===== src/rtl/f_devider_q_pkg.sv =====
// Shared types and constants for the f_devider_q programmable divider.
package f_devider_q_pkg;

  typedef logic [3:0] nibble_t;

  localparam logic [7:0] TERMINAL_CNT = 8'hFF;

  // Hex digit to segments {g,f,e,d,c,b,a}, active-high; entry 0 is the LSB slot.
  localparam logic [15:0][6:0] SEG_TABLE = {
    7'h71, 7'h79, 7'h5E, 7'h39, 7'h7C, 7'h77, 7'h6F, 7'h7F,
    7'h07, 7'h7D, 7'h6D, 7'h66, 7'h4F, 7'h5B, 7'h06, 7'h3F
  };

endpackage


===== src/rtl/f_devider_q_counter4_slice.sv =====
// 4-bit loadable up-counter slice with count enable and carry-out.
module counter4_slice
  import f_devider_q_pkg::*;
(
  input  logic    clk_i,
  input  logic    rst_ni,
  input  logic    load_ni,
  input  logic    en_i,
  input  nibble_t d_i,
  output nibble_t q_o,
  output logic    co_o
);

  nibble_t cnt_q, cnt_d;

  always_comb begin
    cnt_d = cnt_q;
    if (!load_ni)  cnt_d = d_i;
    else if (en_i) cnt_d = cnt_q + 4'd1;
  end

  always_ff @(posedge clk_i) begin
    if (!rst_ni) cnt_q <= '0;
    else         cnt_q <= cnt_d;
  end

  assign q_o  = cnt_q;
  assign co_o = en_i & (cnt_q == 4'hF);

endmodule


===== src/rtl/f_devider_q.sv =====
// 8-bit loadable up-counter / frequency divider with 7-segment low-nibble display.
// Optional AUTO_RELOAD_EN: reload the preset on terminal count instead of wrapping.
module f_devider_q
  import f_devider_q_pkg::*;
#(
  parameter bit SEG_ACTIVE_LOW = 1'b0
) (
  input  logic       clock_oscillator,
  input  logic       pin_name1,
  input  logic       Load,
  input  logic       A,
  input  logic       B,
  input  logic       C,
  input  logic       D,
  input  logic       A2,
  input  logic       B2,
  input  logic       C2,
  input  logic       D2,
  output logic       QA,
  output logic       QB,
  output logic       QC,
  output logic       QD,
  output logic       QA2,
  output logic       QB2,
  output logic       QC2,
  output logic       QD2,
  output logic [7:0] dis,
  output logic       maxmin
);

  nibble_t    lo_q, hi_q;
  logic       lo_co, hi_co;
  logic       load_n;
  logic [7:0] cnt;
  logic [6:0] seg;

  assign cnt    = {hi_q, lo_q};
  assign maxmin = (cnt == TERMINAL_CNT);

`ifdef AUTO_RELOAD_EN
  // Terminal count looks like a load cycle to both slices.
  assign load_n = Load & ~maxmin;
`else
  assign load_n = Load;
`endif

  counter4_slice u_lo (
    .clk_i   (clock_oscillator),
    .rst_ni  (pin_name1),
    .load_ni (load_n),
    .en_i    (1'b1),
    .d_i     ({D, C, B, A}),
    .q_o     (lo_q),
    .co_o    (lo_co)
  );

  counter4_slice u_hi (
    .clk_i   (clock_oscillator),
    .rst_ni  (pin_name1),
    .load_ni (load_n),
    .en_i    (lo_co),
    .d_i     ({D2, C2, B2, A2}),
    .q_o     (hi_q),
    .co_o    (hi_co)
  );

  always_comb begin
    seg = SEG_TABLE[lo_q];
    if (SEG_ACTIVE_LOW) seg = ~seg;
  end

  assign dis = {maxmin, seg};

  assign {QD, QC, QB, QA}     = lo_q;
  assign {QD2, QC2, QB2, QA2} = hi_q;

  logic unused_ok;
  assign unused_ok = hi_co;

endmodule


===== config.mk =====
export PLATFORM = sky130hd
export DESIGN_NAME = f_devider_q
export DESIGN_NICKNAME = d
export VERILOG_FILES = /design/src/rtl/f_devider_q_pkg.sv /design/src/rtl/f_devider_q_counter4_slice.sv /design/src/rtl/f_devider_q.sv
export SDC_FILE = /design/constraint.sdc
export NUM_CORES = 1
export LEC_CHECK = 0
export BUFFER_PORTS_ARGS = -buffer_cell sky130_fd_sc_hd__buf_2
export CORE_MARGIN = 2
export CORE_UTILIZATION = 40
export DETAILED_ROUTE_END_ITERATION = 8
export PLACE_DENSITY = 0.63
export SLEW_MARGIN = 10
export SYNTH_ARGS = -nofsm -noshare
export SYNTH_HDL_FRONTEND = slang
export SYNTH_SLANG_ARGS = --single-unit

===== constraint.sdc =====
create_clock -name clock_oscillator -period 2.3 [get_ports clock_oscillator]
set_clock_uncertainty 0.2 [all_clocks]
set_input_delay 0.115 -clock clock_oscillator [delete_from_list [all_inputs] [get_ports clock_oscillator]]
set_output_delay 0.115 -clock clock_oscillator [all_outputs]
set_load 0.01 [all_outputs]

==> results.txt <==
Most frequent cells after synthesis -> dfxtp_1 (15), nor2_1 (14), a211oi_1 (11)
Final setup vio count -> 0
Fin crit period -> 2150 ps
Int Pwr -> 429 uW
Slew @ Worst Pin -> 605 ps
Cell accounting for the most synthesized area -> dfxtp_1
Worst EP arrival -> 2120 ps
Remaining antenna violation count -> 0
Final Worst Setup Slack -> 148 ps
#FFs+latches synth -> 15
DR vias -> 797
CP endpoint kind -> register
Post-detailed-placement half-perimeter wirelength -> 1.31 mm
Syn. warnings -> 0
Crit start category -> register
Setup CP Type -> reg2reg
Ant diodes -> 0
Critical path peak fanout -> 5
CTS Root Cell -> clkbuf_4
Hold Slack -> 49.5 ps
Area after DPL -> 0.00102 mm2
Post-Syn Area -> 888 um2
Hold EP -> u_hi.q_o[3]
Final Power -> 624 uW
Ports -> 28
Grt ovf -> 0
RSZ-0062 raised after global routing -> false
Sequential fraction of the synthesis area -> 33.8%
Fin cells -> 156
Status -> complete, no violations
Clock power frac -> 24.8%
Vias in the first global route -> 720
Synth async-reset ratio -> 0%
DRT Wirelength -> 1.88 mm
Clock-pin slew on the worst setup and hold paths -> 90 ps
Final Util -> 52.9%
DR WL/cell -> 12.1 um
Clock insertion delay at the later pin of the skew report -> 290 ps
Initial Util -> 41.4%
CTS Buffer Depth -> 2
Crit Reg-Reg Startpoint -> u_lo.q_o[0]
Share of cells above drive strength 1 -> 34.4%
Die span in x -> 51.1 um
Number of flops mapped to enable cells by yosys -> 0
Setup WS pre-CTS -> 132 ps
Main area contributors after synthesis -> dfxtp_1 (34%), ha_1 (13%), a211oi_1 (9.3%)
Slew headroom -> 59.3%
CTS Sinks -> 15
Count leader, synth -> dfxtp_1
Static leakage -> 0.514 nW
Die H -> 51.1 um
Gr usage total -> 15.4%
H-tree Lvls -> 1
Sw frac -> 31.3%
Reg2Reg Depth -> 8
TritonCTS clock tree -> yes
Hold Path Class -> in2reg
Post-CTS Repair Setup Buffers -> 0
Drt pass-1 iters -> 6
First-pass GRT wire length -> 3.04 mm
WP data required -> 2270 ps
Final hold vios -> 0
Pwr Density -> 549 mW/mm2
Worst Hold Launch -> Load
Syn Area/Cell -> 9.45 um2
Synth Instances -> 94
RR Endpoint -> seg[5]
Max Cap Viol -> 0
Hold Crit Depth -> 3
Design Area, Final -> 0.00114 mm2
VDD IR max -> 218 uV
Area Growth Syn to Fin -> 27.9%
Final worst path period share -> 93.6%
Gate power share -> 27.1%
Cell Rows -> 17
Buffers on Ports -> 27
Placed Cells -> 144
Routability cong. -> 0.815
Drc violations -> 0
Die ar. -> 0.00261 mm2
Setup TNS -> 0 ps
Pin count of the biggest net entering global routing -> 18
Dominant synthesized flop cell -> dfxtp_1
Antenna violations before repair -> 0
Layout Nets -> 149
TritonCTS buffer count -> 3
Final slew viol count -> 0
Synth unique cells -> 29
Psw -> 195 uW
Reg power frac -> 48.1%
DR vias/cell -> 5.11
Reg2Reg Setup Slack -> 150 ps
Core area -> 0.00215 mm2
First DRT Iteration DRCs -> 12
Peak Freq -> 465 MHz
Synth top area share -> 33.8%
Mapped Nets -> 114
registers in the layout, indices dropped and copies added, names as in the netlist:
| name | flops |
|---|---|
| seg | 7 |
| u_hi.q_o | 4 |
| u_lo.q_o | 4 |
how the worst max path moves through the flow:
stage                start     end  slack [ps]  cells after the start
2_1_floorplan  u_lo.q_o[0]  seg[5]         270                      8
3_3_place_gp   u_lo.q_o[0]  seg[5]         140                      8
3_5_place_dp   u_lo.q_o[0]  seg[5]         130                      8
4_1_cts        u_lo.q_o[0]  seg[5]         100                      8
5_1_grt        u_lo.q_o[0]  seg[0]          10                      8
6_report       u_lo.q_o[0]  seg[5]         150                      8
logic make-up (layout without fill, tap and decap cells):
kind of cell,Yosys count,count (layout),synth area share (%)
flip-flops,15,15,33.8
buffers and inverters,13,47,8.31
adder cells (fa/ha/maj),9,9,12.7
AND/OR/NAND/NOR,28,28,16.1
multiplexers,7,7,9.58
XOR/XNOR,4,4,3.94
AO/OA/AOI/OAI,18,18,15.6
cells in the final DEF (no fill, tap or decap), drive strengths merged, types with 3 or more instances in the layout:
cell type	n
mux2i	5
o21ai	3
clkbuf	3
dfxtp	15
ha	9
buf	27
a211oi	11
nor4	4
dlygate4sd3	8
nand2	4
nor2	14
inv	8
per-layer routing:
layer / wire length, um / global-route usage, % / vias up
met5: 0 / 0 / -
met4: 33 / 7.21 / 0
met3: 112 / 2.63 / 4
met2: 885 / 26.4 / 28
met1: 851 / 18.7 / 370
li1: - / - / 395
power by group through the flow:
| stage | clock network [mW] | logic, mW | registers (mW) |
|---|---|---|---|
| 6_report | 0.155 | 0.169 | 0.300 |
| 4_1_cts | 0.156 | 0.167 | 0.301 |
| 5_1_grt | 0.166 | 0.189 | 0.303 |
| 3_3_place_gp | 0 | 0.153 | 0.306 |
| 2_1_floorplan | 0 | 0.0913 | 0.321 |
| 3_5_place_dp | 0 | 0.154 | 0.307 |
final cells by class:
type / count / area, um2
repair buffers: 35 / 215
well taps: 28 / 35.0
multi-input cells: 66 / 523
clock inverters: 1 / 5.00
fillers: 201 / 1010
flip-flops and latches: 15 / 300
clock buffers: 3 / 22.5
inverters: 8 / 35.0
worst max-delay path, cell delays in order, from the launching register on:
cell      delay, ps
dfxtp_1         340
ha_1            290
mux2i_1         230
nor2_2          110
inv_1           140
ha_1            160
inv_1            90
nor4_2          390
a211oi_1         90
repair_timing:
action	in CTS	in global routing
hold endpoints to repair	6	0
hold buffers	8	0
gates resized for setup	0	2
setup endpoints to repair	0	5
Note: power is estimated with default switching activity, not from simulation.
